$ cat src/rtl/uart_hex_cmd_if.sv
// Byte stream in, parsed value out: the signals between uart_rx, the hex
// parser and the consumer of completed values.
interface uart_hex_cmd_if #(
  parameter int WIDTH = 32
) ();
  logic [7:0]       rx_data;
  logic             rx_strobe;
  logic [WIDTH-1:0] value;
  logic             value_valid;
  logic             value_ready;
  logic             error;
  logic [1:0]       error_code;

  // master: byte source plus value consumer; slave: the parser
  modport master (
    output rx_data, rx_strobe, value_ready,
    input  value, value_valid, error, error_code
  );
  modport slave (
    input  rx_data, rx_strobe, value_ready,
    output value, value_valid, error, error_code
  );
endinterface

$ cat src/rtl/uart_hex_cmd.sv
// ASCII hex line parser: accumulates hex digits per line, publishes the value
// on CR/LF over valid/ready, and pulses error on malformed input.
module uart_hex_cmd #(
  parameter int WIDTH = 32
) (
  input  logic          clk,
  input  logic          reset_n,
  uart_hex_cmd_if.slave bus
);
  localparam int MAXDIG = WIDTH / 4;
  localparam int CW     = $clog2(MAXDIG + 1);

  typedef enum logic [1:0] {S_IDLE, S_ACCUM, S_DISCARD} state_e;

  localparam logic [1:0] E_NONE     = 2'd0;
  localparam logic [1:0] E_ILLEGAL  = 2'd1;
  localparam logic [1:0] E_OVERFLOW = 2'd2;
  localparam logic [1:0] E_OVERRUN  = 2'd3;

  state_e           state_q, state_d;
  logic [WIDTH-1:0] acc_q, acc_d;
  logic [CW-1:0]    cnt_q, cnt_d;
  logic [WIDTH-1:0] value_q, value_d;
  logic             valid_q, valid_d;
  logic             err_q, err_d;
  logic [1:0]       code_q, code_d;

  logic             is_digit, is_term, pub_ok;
  logic [3:0]       nib;

  // Character classification; letters map to 10..15 regardless of case
  always_comb begin
    is_digit = 1'b0;
    nib      = 4'd0;
    is_term  = (bus.rx_data == 8'h0D) || (bus.rx_data == 8'h0A);
    if (bus.rx_data >= 8'h30 && bus.rx_data <= 8'h39) begin
      is_digit = 1'b1;
      nib      = bus.rx_data[3:0];
    end else if ((bus.rx_data >= 8'h41 && bus.rx_data <= 8'h46) ||
                 (bus.rx_data >= 8'h61 && bus.rx_data <= 8'h66)) begin
      is_digit = 1'b1;
      nib      = bus.rx_data[3:0] + 4'd9;
    end
  end

  // A slot is free when nothing is pending or the pending value leaves now
  assign pub_ok = !valid_q || bus.value_ready;

  always_comb begin
    state_d = state_q;
    acc_d   = acc_q;
    cnt_d   = cnt_q;
    value_d = value_q;
    valid_d = valid_q && !bus.value_ready;
    err_d   = 1'b0;
    code_d  = E_NONE;
    if (bus.rx_strobe) begin
      unique case (state_q)
        S_IDLE: begin
          if (is_digit) begin
            acc_d   = WIDTH'(nib);
            cnt_d   = CW'(1);
            state_d = S_ACCUM;
          end else if (!is_term) begin
            err_d   = 1'b1;
            code_d  = E_ILLEGAL;
            state_d = S_DISCARD;
          end
        end
        S_ACCUM: begin
          if (is_digit) begin
            if (cnt_q == CW'(MAXDIG)) begin
              err_d   = 1'b1;
              code_d  = E_OVERFLOW;
              state_d = S_DISCARD;
            end else begin
              acc_d = (acc_q << 4) | WIDTH'(nib);
              cnt_d = cnt_q + CW'(1);
            end
          end else if (is_term) begin
            if (pub_ok) begin
              value_d = acc_q;
              valid_d = 1'b1;
            end else begin
              err_d  = 1'b1;
              code_d = E_OVERRUN;
            end
            acc_d   = '0;
            cnt_d   = '0;
            state_d = S_IDLE;
          end else begin
            err_d   = 1'b1;
            code_d  = E_ILLEGAL;
            state_d = S_DISCARD;
          end
        end
        S_DISCARD: begin
          if (is_term) begin
            acc_d   = '0;
            cnt_d   = '0;
            state_d = S_IDLE;
          end
        end
        default: begin
          acc_d   = '0;
          cnt_d   = '0;
          state_d = S_IDLE;
        end
      endcase
    end
  end

  always_ff @(posedge clk or negedge reset_n) begin
    if (!reset_n) begin
      state_q <= S_IDLE;
      acc_q   <= '0;
      cnt_q   <= '0;
      value_q <= '0;
      valid_q <= 1'b0;
      err_q   <= 1'b0;
      code_q  <= E_NONE;
    end else begin
      state_q <= state_d;
      acc_q   <= acc_d;
      cnt_q   <= cnt_d;
      value_q <= value_d;
      valid_q <= valid_d;
      err_q   <= err_d;
      code_q  <= code_d;
    end
  end

  assign bus.value       = value_q;
  assign bus.value_valid = valid_q;
  assign bus.error       = err_q;
  assign bus.error_code  = code_q;
endmodule

$ cat src/flat_wrapper.sv
// flat-port wrapper written by rule: the top's interface ports become plain ports
module uart_hex_cmd_flat 
#(
  parameter int WIDTH = 32
)
  (clk, reset_n, bus_rx_data, bus_rx_strobe, bus_value_ready, bus_value, bus_value_valid, bus_error, bus_error_code);
  uart_hex_cmd_if #(.WIDTH(WIDTH)) bus_i ();
  input  logic clk;
  input  logic reset_n;
  input wire logic [$bits(bus_i.rx_data)-1:0] bus_rx_data;
  input wire logic [$bits(bus_i.rx_strobe)-1:0] bus_rx_strobe;
  input wire logic [$bits(bus_i.value_ready)-1:0] bus_value_ready;
  output wire logic [$bits(bus_i.value)-1:0] bus_value;
  output wire logic [$bits(bus_i.value_valid)-1:0] bus_value_valid;
  output wire logic [$bits(bus_i.error)-1:0] bus_error;
  output wire logic [$bits(bus_i.error_code)-1:0] bus_error_code;
  assign bus_i.rx_data = bus_rx_data;
  assign bus_i.rx_strobe = bus_rx_strobe;
  assign bus_i.value_ready = bus_value_ready;
  assign bus_value = bus_i.value;
  assign bus_value_valid = bus_i.value_valid;
  assign bus_error = bus_i.error;
  assign bus_error_code = bus_i.error_code;
  uart_hex_cmd #(.WIDTH(WIDTH)) u_core (.clk(clk), .reset_n(reset_n), .bus(bus_i));
endmodule
$ cat config.mk
export PLATFORM = sky130hd
export DESIGN_NAME = uart_hex_cmd_flat
export DESIGN_NICKNAME = d
export VERILOG_FILES = /design/src/rtl/uart_hex_cmd_if.sv /design/src/rtl/uart_hex_cmd.sv /design/src/flat_wrapper.sv
export SDC_FILE = /design/constraint.sdc
export NUM_CORES = 1
export LEC_CHECK = 0
export CAP_MARGIN = 10
export CORE_MARGIN = 8
export CORE_UTILIZATION = 28
export CTS_BUF_LIST = sky130_fd_sc_hd__clkbuf_2 sky130_fd_sc_hd__clkbuf_4 sky130_fd_sc_hd__clkbuf_8
export CTS_CLUSTER_SIZE = 20
export DETAILED_ROUTE_END_ITERATION = 10
export PLACE_DENSITY = 0.46
export SETUP_SLACK_MARGIN = 0.5
export SLEW_MARGIN = 20
export SYNTH_ARGS = -nofsm -noshare
export SYNTH_HDL_FRONTEND = slang
export SYNTH_SLANG_ARGS = --single-unit
$ cat constraint.sdc
create_clock -name clk -period 4.21 [get_ports clk]
set_clock_uncertainty 0.05 [all_clocks]
set_input_delay 0.842 -clock clk [delete_from_list [all_inputs] [get_ports clk]]
set_output_delay 0.842 -clock clk [all_outputs]
set_load 0.02 [all_outputs]
==> reports/summary.log <==
[outcome] result of the run completed
[clock_tree] Clock Tree Buf Depth 2
[final_layout] fraction of final layout cells sized beyond drive strength 1 20.3%
[worst_setup_path] CP required 4380 ps
[global_route] pin count of the biggest net entering global routing 75
[global_route] number of global-route vias before repair 2189
[floorplanning] number of core rows 39
[yosys] main flop type after synthesis dfrtp_1
[worst_setup_path] delay-heaviest family, CP compound AO/OA/AOI/OAI gates
[worst_setup_path] launching point of the worst reg2reg path u_core.state_q[0]
[final_layout] filler cell count 1149
[yosys] number of distinct library cell variants in the gate-level netlist after synthesis 46
[worst_setup_path] critical path peak fanout 32
[yosys] Post-synth EDFFs 0
[min_path] Hold Startpoint u_core.cnt_q[3]
[sta] Final Hold Viols 0
[run] MaxCap Viol Count 0
[power_and_ir_drop] Pwr per Cell Area 394 nW/um2
[clock_tree] # resized after CTS 0
[sta] fmax 0.295 GHz
[worst_setup_path] category of the worst setup path capture point flip-flop
[worst_setup_path] reg-to-reg critical path endpoint u_core.bus.value[2]
[final_layout] Layout Cells excl Fill 438
[worst_setup_path] setup slack on the worst flop-to-flop path 1820 ps
[floorplanning] number of placed I/O pins 48
[floorplanning] DIE AREA 15400 um2
[drt] remaining number of nets flagged by the antenna check after routing 0
[worst_setup_path] start point of the critical path bus_rx_data[0]
[floorplanning] x dimension of the die 124 um
[clock_tree] clock buffers created by TritonCTS 9
[yosys] count of state elements after synthesis 74
[worst_setup_path] total buffers and inverters traversed by the critical path 2
[clock_tree] clock latency of the later-clocked register in the worst-skew pair 340 ps
[drt] drc violations 0
[sta] Finish-stage setup viols 0
[final_layout] Area Overhead vs Synth 24.9%
[yosys] count of mapped cells out of synthesis 244
[sta] clock period minus final worst setup slack 3390 ps
[place] placed cell count 422
[min_path] count of cells along the worst hold path 1
[floorplanning] Initial Utilization 28.7%
[sta] final clock period utilization by the worst path 80.4%
[drt] number of violations reported at the end of detailed-routing iteration 0 152
[global_route] global route overflow 0
[worst_setup_path] cell with the largest stage delay on the worst path a2111oi_4
[yosys] register area share after synthesis 56.5%
[drt] highest routed layer met4
[floorplanning] Core Area 11400 um2
[sta] Setup TNS Final 0 ps
[drt] first-pass iteration count of the detailed router 4
[yosys] nets in the synthesized netlist 262
[drt] Total Routed Length 7.17 mm
[sta] worst slew pin tran 949 ps
[floorplanning] floorplan die height 124 um
[clock_tree] Post-CTS Hold Buffers 0
[power_and_ir_drop] IR Drop Worst-Case VDD 174 uV
[sta] worst slew margin relative to its limit 36.8%
[clock_tree] Post-CTS Setup Repair Bufs 0
[drt] total number of vias 2109
[global_route] initial antenna violation count 0
[worst_setup_path] CP max stage delay 530 ps
[yosys] per-instance average area after synthesis 13.4 um2
[worst_setup_path] number of cells on the worst reg-to-reg path 5
[clock_tree] TritonCTS clock tree built
[min_path] path category of the worst min-delay check flip-flop to flip-flop
[final_layout] final antenna diode count 0
[global_route] first-pass GRT wire length 11.8 mm
[drt] detailed-routed wire length on met3 344 um
[place] half-perimeter wire length after placement 4.76 mm
[worst_setup_path] Setup Crit Path Kind input pin to flip-flop
[yosys] cell area after synthesis 3280 um2
[worst_setup_path] crit path cell chain clkdlybuf4s50_1, inv_1, ha_1, o21bai_4, a2111oi_4, a31o_4, a211o_4, nand4_4, a22o_1
[yosys] number of warnings reported in the yosys synthesis log 0
[worst_setup_path] critical path startpoint category input pin
[place] final weighted congestion in routability-driven placement 0.813
[clock_tree] clock root buffer master clkbuf_8
[clock_tree] CTS clk-pin slew, worst paths 80 ps
[yosys] share of synthesized flip-flops with an asynchronous set or reset 100%
[drt] routed wire length per instance 16.4 um
[drt] wl on met1 3.56 mm
[power_and_ir_drop] Static Leak 1.82 nW
[clock_tree] clock sink count 74
[worst_setup_path] arrival time worst endpoint 3550 ps
[min_path] hold endpoint u_core.cnt_q[3]
[global_route] global routing usage summed across all routing layers 9.77%
[drt] Vias/cell 4.82
[sta] number of slew-limit violations in the final report 0
[final_layout] net count reported at finish 308
[sta] setup repair after global routing missed its margin false
[drt] metal2 WL 3.18 mm
[clock_tree] H-tree level count 3
[place] quantity of I/O buffers inserted on ports 47
-- per-stage QoR --
stage                     setup slack, ps  total power [W]  cell area [um2]  hold slack, ps  util (%)
final                                 824          0.00161             4090             447      35.9
after global routing                  643          0.00169             4090             478      35.9
after CTS                             810          0.00164             4090             443      35.9
after detailed placement              457         0.000961             3850             433      33.7
after global placement                507         0.000960             3850             425      33.7
after floorplan                      1590         0.000907             3280             388         -
-- metal layers --
metal,global-route usage (%),vias up
met4,3.35,0
met1,13.5,1069
met2,14.3,40
li1,-,996
met5,0,-
met3,2.77,4
-- kinds of logic (layout without fill, tap and decap cells) --
group           Yosys count  count (layout)  synth area share [%]
fa+ha+maj                 6               6                  2.29
flops                    74              74                  56.5
buf+inv                  22              73                  4.05
compound gates           62              62                  16.3
simple gates             42              42                  8.17
xor+xnor                  3               3                 0.802
mux                      35              35                  11.9
-- cell type report --
type                    count  area, um2  area share, %
inverters                   8       30.0          0.733
clock inverters             6        114           2.78
multi-input cells         148       1290           31.6
flip-flops and latches     74       1850           45.2
repair buffers             49        495           12.1
clock buffers              10        131           3.21
well taps                 143        179           4.37
-- cell usage in the layout (no fill, tap or decap), types with 2 or more instances in the layout --
| master | Yosys | routed |
|---|---|---|
| a31oi_1 | 2 | 2 |
| ha_1 | 6 | 6 |
| clkinvlp_4 | 0 | 2 |
| o31ai_1 | 2 | 2 |
| dfrtp_1 | 74 | 74 |
| clkdlybuf4s50_1 | 0 | 46 |
| nand3_1 | 6 | 6 |
| bufinv_16 | 0 | 3 |
| and2_1 | 3 | 3 |
| o32ai_1 | 3 | 3 |
| o21ai_0 | 7 | 7 |
| inv_1 | 7 | 7 |
| nand2b_1 | 4 | 4 |
| a22o_1 | 28 | 28 |
| clkbuf_8 | 0 | 9 |
| nand2_1 | 10 | 10 |
| xnor2_1 | 3 | 3 |
| buf_4 | 1 | 2 |
| a21oi_1 | 4 | 4 |
| mux2_2 | 32 | 32 |
| and3_1 | 2 | 2 |
| a211oi_1 | 2 | 2 |
| mux2i_1 | 3 | 3 |
| o2bb2ai_1 | 5 | 5 |
| nor2_1 | 6 | 6 |
-- flip-flops by register name, indices dropped and copies added, names as in the netlist --
name / count
u_core.acc_q: 32
u_core.bus.value: 32
u_core.cnt_q: 4
u_core.bus.error_code: 2
u_core.state_q: 2
u_core.bus.error: 1
u_core.bus.value_valid: 1
-- worst reg2reg max path: cells and delay by family (launching register included) --
kind | cells | cell delay, ps
DFF | 1 | 630
and+or+nand+nor | 2 | 740
muxes | 1 | 280
buffers and inverters | 2 | 560
-- cell usage after synthesis, drive strengths merged, types with 2 or more instances --
cell type,n,area share [%]
dfrtp,74,57
mux2,32,11
a22o,28,7.5
buf,10,2.6
nand2,10,1.1
inv,8,0.92
nand3,7,1.5
nor2,7,1.3
o21ai,7,1.1
ha,6,2.3
o2bb2ai,5,1.3
a21oi,4,0.61
clkbuf,4,0.57
nand2b,4,0.76
and2,3,0.57
mux2i,3,0.92
o32ai,3,0.80
xnor2,3,0.80
a211oi,2,0.46
a31oi,2,0.38
and3,2,0.38
nand4,2,1.0
o31ai,2,0.46
-- report_power, final --
group | switching, W | total (W) | internal (W) | leakage, nW
combinational | 0.000101 | 0.000174 | 0.0000725 | 0.683
sequential | 0.0000352 | 0.000770 | 0.000735 | 1.03
clock | 0.000266 | 0.000669 | 0.000403 | 0.117
total | 0.000403 | 0.00161 | 0.00121 | 1.82
-- worst max path at each step --
stage / depth (start not counted) / slack, ps / end
2_1_floorplan: 9 / 1590 / u_core.cnt_q[2]
3_3_place_gp: 8 / 510 / u_core.bus.value[0]
3_5_place_dp: 9 / 460 / u_core.acc_q[27]
4_1_cts: 9 / 810 / u_core.acc_q[27]
5_1_grt: 9 / 640 / u_core.acc_q[24]
6_report: 9 / 820 / u_core.acc_q[27]
Power figures use the tool's default switching activity.
